<file path="config.mk">
export PLATFORM = sky130hd
export DESIGN_NAME = rom_access_arbiter
export DESIGN_NICKNAME = d
export VERILOG_FILES = /design/src/rtl/rom_access_arbiter.sv
export SDC_FILE = /design/constraint.sdc
export NUM_CORES = 1
export LEC_CHECK = 0
export ABC_AREA = 1
export CORE_MARGIN = 8
export CORE_UTILIZATION = 45
export CTS_CLUSTER_DIAMETER = 30
export DETAILED_ROUTE_END_ITERATION = 10
export GPL_ROUTABILITY_DRIVEN = 0
export PLACE_DENSITY = 0.8
export REMOVE_ABC_BUFFERS = 1
export SLEW_MARGIN = 20
export SYNTH_ARGS = -nofsm -noshare
export SYNTH_HDL_FRONTEND = slang
export SYNTH_SLANG_ARGS = --single-unit
</file>
<file path="constraint.sdc">
create_clock -name clk -period 1.8 [get_ports clk]
set_input_delay 0.27 -clock clk [delete_from_list [all_inputs] [get_ports clk]]
set_output_delay 0.27 -clock clk [all_outputs]
set_load 0.01 [all_outputs]
</file>
<file path="src/rtl/rom_access_arbiter.sv">
// Round-robin arbiter sharing one synchronous ROM read port between two requesters.
// One access in flight at a time; returned data is tagged to the requester that owns it.
module rom_access_arbiter #(
    parameter int unsigned AW      = 5,
    parameter int unsigned DW      = 16,
    parameter int unsigned ROM_LAT = 2
) (
    input  logic          clk,
    input  logic          rst,
    input  logic          req_a,
    input  logic [AW-1:0] addr_a,
    output logic          gnt_a,
    output logic          rvalid_a,
    output logic [DW-1:0] rdata_a,
    input  logic          req_b,
    input  logic [AW-1:0] addr_b,
    output logic          gnt_b,
    output logic          rvalid_b,
    output logic [DW-1:0] rdata_b,
    output logic [AW-1:0] rom_addr,
    input  logic [DW-1:0] rom_q,
    output logic          busy
);

    typedef enum logic [0:0] {StIdle, StWait} state_e;

    state_e          state_q, state_d;
    logic [3:0]      cnt_q, cnt_d;
    logic            owner_b_q, owner_b_d;
    logic            last_b_q, last_b_d;
    logic [AW-1:0]   rom_addr_q, rom_addr_d;
    logic            gnt_a_q, gnt_a_d, gnt_b_q, gnt_b_d;
    logic            rvalid_a_q, rvalid_a_d, rvalid_b_q, rvalid_b_d;
    logic [DW-1:0]   rdata_a_q, rdata_a_d, rdata_b_q, rdata_b_d;
    logic            pick_b;

    always_comb begin
        state_d    = state_q;
        cnt_d      = cnt_q;
        owner_b_d  = owner_b_q;
        last_b_d   = last_b_q;
        rom_addr_d = rom_addr_q;
        gnt_a_d    = 1'b0;
        gnt_b_d    = 1'b0;
        rvalid_a_d = 1'b0;
        rvalid_b_d = 1'b0;
        rdata_a_d  = rdata_a_q;
        rdata_b_d  = rdata_b_q;
        pick_b     = 1'b0;

        unique case (state_q)
            StIdle: begin
                if (req_a || req_b) begin
                    // On a tie, serve whichever requester was not granted last.
                    pick_b     = req_b && (!req_a || !last_b_q);
                    last_b_d   = pick_b;
                    owner_b_d  = pick_b;
                    rom_addr_d = pick_b ? addr_b : addr_a;
                    gnt_a_d    = !pick_b;
                    gnt_b_d    = pick_b;
                    cnt_d      = 4'(ROM_LAT);
                    state_d    = StWait;
                end
            end
            StWait: begin
                if (cnt_q == 4'd0) begin
                    if (owner_b_q) begin
                        rdata_b_d  = rom_q;
                        rvalid_b_d = 1'b1;
                    end else begin
                        rdata_a_d  = rom_q;
                        rvalid_a_d = 1'b1;
                    end
                    state_d = StIdle;
                end else begin
                    cnt_d = cnt_q - 4'd1;
                end
            end
            default: state_d = StIdle;
        endcase
    end

    always_ff @(posedge clk or posedge rst) begin
        if (rst) begin
            state_q    <= StIdle;
            cnt_q      <= 4'd0;
            owner_b_q  <= 1'b0;
            last_b_q   <= 1'b1;
            rom_addr_q <= '0;
            gnt_a_q    <= 1'b0;
            gnt_b_q    <= 1'b0;
            rvalid_a_q <= 1'b0;
            rvalid_b_q <= 1'b0;
            rdata_a_q  <= '0;
            rdata_b_q  <= '0;
        end else begin
            state_q    <= state_d;
            cnt_q      <= cnt_d;
            owner_b_q  <= owner_b_d;
            last_b_q   <= last_b_d;
            rom_addr_q <= rom_addr_d;
            gnt_a_q    <= gnt_a_d;
            gnt_b_q    <= gnt_b_d;
            rvalid_a_q <= rvalid_a_d;
            rvalid_b_q <= rvalid_b_d;
            rdata_a_q  <= rdata_a_d;
            rdata_b_q  <= rdata_b_d;
        end
    end

    assign gnt_a    = gnt_a_q;
    assign gnt_b    = gnt_b_q;
    assign rvalid_a = rvalid_a_q;
    assign rvalid_b = rvalid_b_q;
    assign rdata_a  = rdata_a_q;
    assign rdata_b  = rdata_b_q;
    assign rom_addr = rom_addr_q;
    assign busy     = (state_q == StWait);

endmodule
</file>
==> results of run 1 <==
-- power groups by stage --
stage	sequential [W]	clock, W	combinational (W)
6_report	0.00194	0.000794	0.00247
5_1_grt	0.00202	0.000860	0.00276
4_1_cts	0.00195	0.000807	0.00251
3_5_place_dp	0.00197	0	0.00249
3_3_place_gp	0.00196	0	0.00242
2_1_floorplan	0.00214	0	0.000985
-- sequential cells by signal, summed over array words and instances (netlist names) --
name,cells
rdata_a,16
rdata_b,16
rom_addr,5
cnt_q,4
busy,1
gnt_a,1
gnt_b,1
last_b_q,1
owner_b_q,1
rvalid_a,1
rvalid_b,1
-- metal layers --
layer | track usage [%] | up-vias | wire length [um]
met5 | 0 | - | 0
met4 | 6.279 | 0 | 94
met3 | 6.836 | 7 | 436
met2 | 23.09 | 58 | 2293
met1 | 17.92 | 806 | 2199
li1 | - | 876 | -
-- cell usage in the layout (no fill, tap or decap) --
cell type and n:
nand2_4 3, clkbuf_8 5, bufinv_16 1, nor2_1 9, inv_6 1, o21ai_0 17
clkdlybuf4s50_1 71, nor2_8 2, dfstp_2 1, clkinvlp_4 1, inv_1 11, xor2_1 1
inv_2 3, o21ai_1 4, nand3_1 22, nand2_1 98, buf_12 1, inv_4 1
ha_1 2, nor2_2 1, dfrtp_1 47, buf_4 3, a21oi_1 1
-- cell families (layout without fill, tap and decap cells) --
group / Yosys count / in the layout / share of synthesized area (%)
AOI/OAI and AO/OA: 22 / 22 / 5.356
xor gates and xnor gates: 1 / 1 / 0.4261
adders and majority gates: 2 / 2 / 1.217
buffers and inverters: 23 / 98 / 5.721
DFF: 48 / 48 / 58.49
and+or+nand+nor: 135 / 135 / 28.79
-- layout make-up --
type | instances | area, um2 | area share (%)
clock buffers | 5 | 68.82 | 2.348
clock inverters | 3 | 46.29 | 1.580
inverters | 15 | 58.81 | 2.007
multi-input cells | 160 | 735.7 | 25.11
flip-flops and latches | 48 | 1202 | 41.03
well taps | 52 | 65.06 | 2.220
repair buffers | 75 | 753.2 | 25.70
-- worst max-delay path by stage --
| stage | end | slack [ps] |
|---|---|---|
| 2_1_floorplan | busy$_DFF_PP0_ | 390 |
| 3_3_place_gp | rdata_a[10]$_DFFE_PP0P_ | 320 |
| 3_5_place_dp | rdata_a[15]$_DFFE_PP0P_ | 230 |
| 4_1_cts | busy | 90 |
| 5_1_grt | busy | 60 |
| 6_report | busy | 110 |
-- through the flow --
step,total power [W],std cells,hold WS [ps],area [um2],setup WS (ps)
floorplan,0.003121,223,387.0,1997,387.2
global placement,0.004387,350,457.6,2815,315.5
detailed placement,0.004461,350,461.8,2815,230.9
CTS,0.005265,358,223.2,2930,89.11
global route,0.005639,358,230.5,2930,58.99
finish,0.005203,358,215.1,2930,105.7
==> impl_metrics.env, run 1 <==
export IMPL_n_antenna_cell=0
export IMPL_nets=337
export IMPL_worstRegToRegCells=7
export IMPL_clock_path_buffers=2
export IMPL_min_period_ps=1694
export IMPL_synth_warnings=0
export IMPL_p_leak_nw=1.455
export IMPL_grt_ovfl_total=0
export IMPL_cts_hold_fix_buffers=0
export IMPL_synth_seq_cells=48
export IMPL_via_count=1747
export IMPL_maxCapViolCount=0
export IMPL_core_area_mm2=0.004384
export IMPL_critPathCaptureType="primary output"
export IMPL_syn2layout_area_growth_pct=42.54
export IMPL_maxSlewViolCount=0
export IMPL_rr_endpoint="rdata_a[13]$_DFFE_PP0P_"
export IMPL_clock_sinks=48
export IMPL_path_depth=1
export IMPL_clk_insertion_delay_late_ps=310
export IMPL_power_density_mw_per_mm2=1775
export IMPL_slew_headroom_pct=78.62
export IMPL_cp_slowest_cell="clkdlybuf4s50_1"
export IMPL_rows=24
export IMPL_fillers=350
export IMPL_p_int_w=0.003220
export IMPL_fin_worst_skew_ps=8.461
export IMPL_cts_made_buffers=5
export IMPL_tightest_slew_ps=319.9
export IMPL_synth_area_top_cells="dfrtp_1, nand2_1, nand3_1"
export IMPL_htreeDepth=2
export IMPL_grt_setup_unrepaired="no"
export IMPL_startpoint_type="flop"
export IMPL_netlist_area_mm2=0.002056
export IMPL_max_freq_ghz=0.5902
export IMPL_yosys_top_cells_count="nand2_1, dfrtp_1, nand3_1"
export IMPL_drive_gt1_share_pct=7.516
export IMPL_yosysMostFrequentCell="nand2_1"
export IMPL_grt_pass1_vias=1780
export IMPL_hold_violations=0
export IMPL_die_w_um=83.59
export IMPL_syn_inst=231
export IMPL_async_flop_share_pct=100.0
export IMPL_critPathKind="flop to primary output"
export IMPL_postLayoutCoreUtil_pct=66.84
export IMPL_crit_buf_inv=1
export IMPL_io_buffers=71
export IMPL_status="completed"
export IMPL_grt_pass1_wl_mm=8.728
export IMPL_drt_wirelength_per_cell_um=14.03
export IMPL_cts_tree="yes"
export IMPL_power_share_clock_pct=15.3
export IMPL_ios=72
export IMPL_synth_distinct_cells=21
export IMPL_cts_root_buf="clkbuf_8"
export IMPL_antenna_found_initial=0
export IMPL_die_h_um=83.59
export IMPL_ant_nets=0
export IMPL_p_sw_share_pct=38.10
export IMPL_synth_top_area_share_pct=57.21
export IMPL_synth_area_per_cell_um2=8.899
export IMPL_cts_clk_slew_worst_paths_ps=100
export IMPL_drc=0
export IMPL_worst_ep_required_time_ps=1530
export IMPL_synth_enable_flop_cells=0
export IMPL_max_stage_delay_ps=600
export IMPL_finalSetupTns_ps=0
export IMPL_ys_seq_area_share_pct=58.49
export IMPL_p_switching_w=0.001982
export IMPL_grt_max_degree=23
export IMPL_peakVddDrop_uv=769.3
export IMPL_drtIter0Drc=98
export IMPL_cp_startpoint="busy$_DFF_PP0_"
export IMPL_firstDrtPassIters=5
export IMPL_critical_path_cell_chain="clkdlybuf4s50_1"
export IMPL_yosys_area_top_type="dfrtp_1"
export IMPL_dieArea_mm2=0.006987
export IMPL_dpl_hpwl_mm=3.771
export IMPL_p_comb_share_pct=47.4
export IMPL_critical_path_arrival_ps=1420
export IMPL_ff2ff_setup_slack_ps=230
export IMPL_period_share_pct=94.13
export IMPL_drt_wl_total_mm=5.023
export IMPL_seqPwrFrac_pct=37.3
export IMPL_cp_max_fo=6
export IMPL_r2r_start="cnt_q[0]$_DFFE_PP0P_"
export IMPL_cts_resized=0
export IMPL_hold_path_class="primary input to asynchronous set/reset pin"
export IMPL_crit_family="buffers and inverters"
export IMPL_track_usage_pct=15.12
export IMPL_setup_viol=0
export IMPL_viasPerCell=4.880
export IMPL_postCtsSetupBuffers=0
export IMPL_ys_flop_type="dfrtp_1"
export IMPL_start_util_pct=46.89
No activity file was read; power rests on OpenSTA's default activity.
==> run 2, diff against run 1 <==
--- a/config.mk
+++ b/config.mk
@@ -8,11 +8,11 @@
 export ABC_AREA = 1
 export CORE_MARGIN = 8
 export CORE_UTILIZATION = 45
-export CTS_CLUSTER_DIAMETER = 30
 export DETAILED_ROUTE_END_ITERATION = 10
 export GPL_ROUTABILITY_DRIVEN = 0
 export PLACE_DENSITY = 0.8
 export REMOVE_ABC_BUFFERS = 1
+export SKIP_CTS_REPAIR_TIMING = 1
 export SLEW_MARGIN = 20
 export SYNTH_ARGS = -nofsm -noshare
 export SYNTH_HDL_FRONTEND = slang
==> constraint.sdc (replaced) <==
create_clock -name clk -period 1.8 [get_ports clk]
set_input_delay 0.27 -clock clk [delete_from_list [all_inputs] [get_ports clk]]
set_output_delay 0.27 -clock clk [all_outputs]
set_load 0.005 [all_outputs]
==> results of run 2 <==
The final DEF is identical to that of run 1. Status: completed.
Main changes from that run: setup slack after layout 105.7 ps -> 141.1 ps; total power 0.005203 W -> 0.005021 W; worst IR drop on VDD 769.3 uV -> 748.9 uV
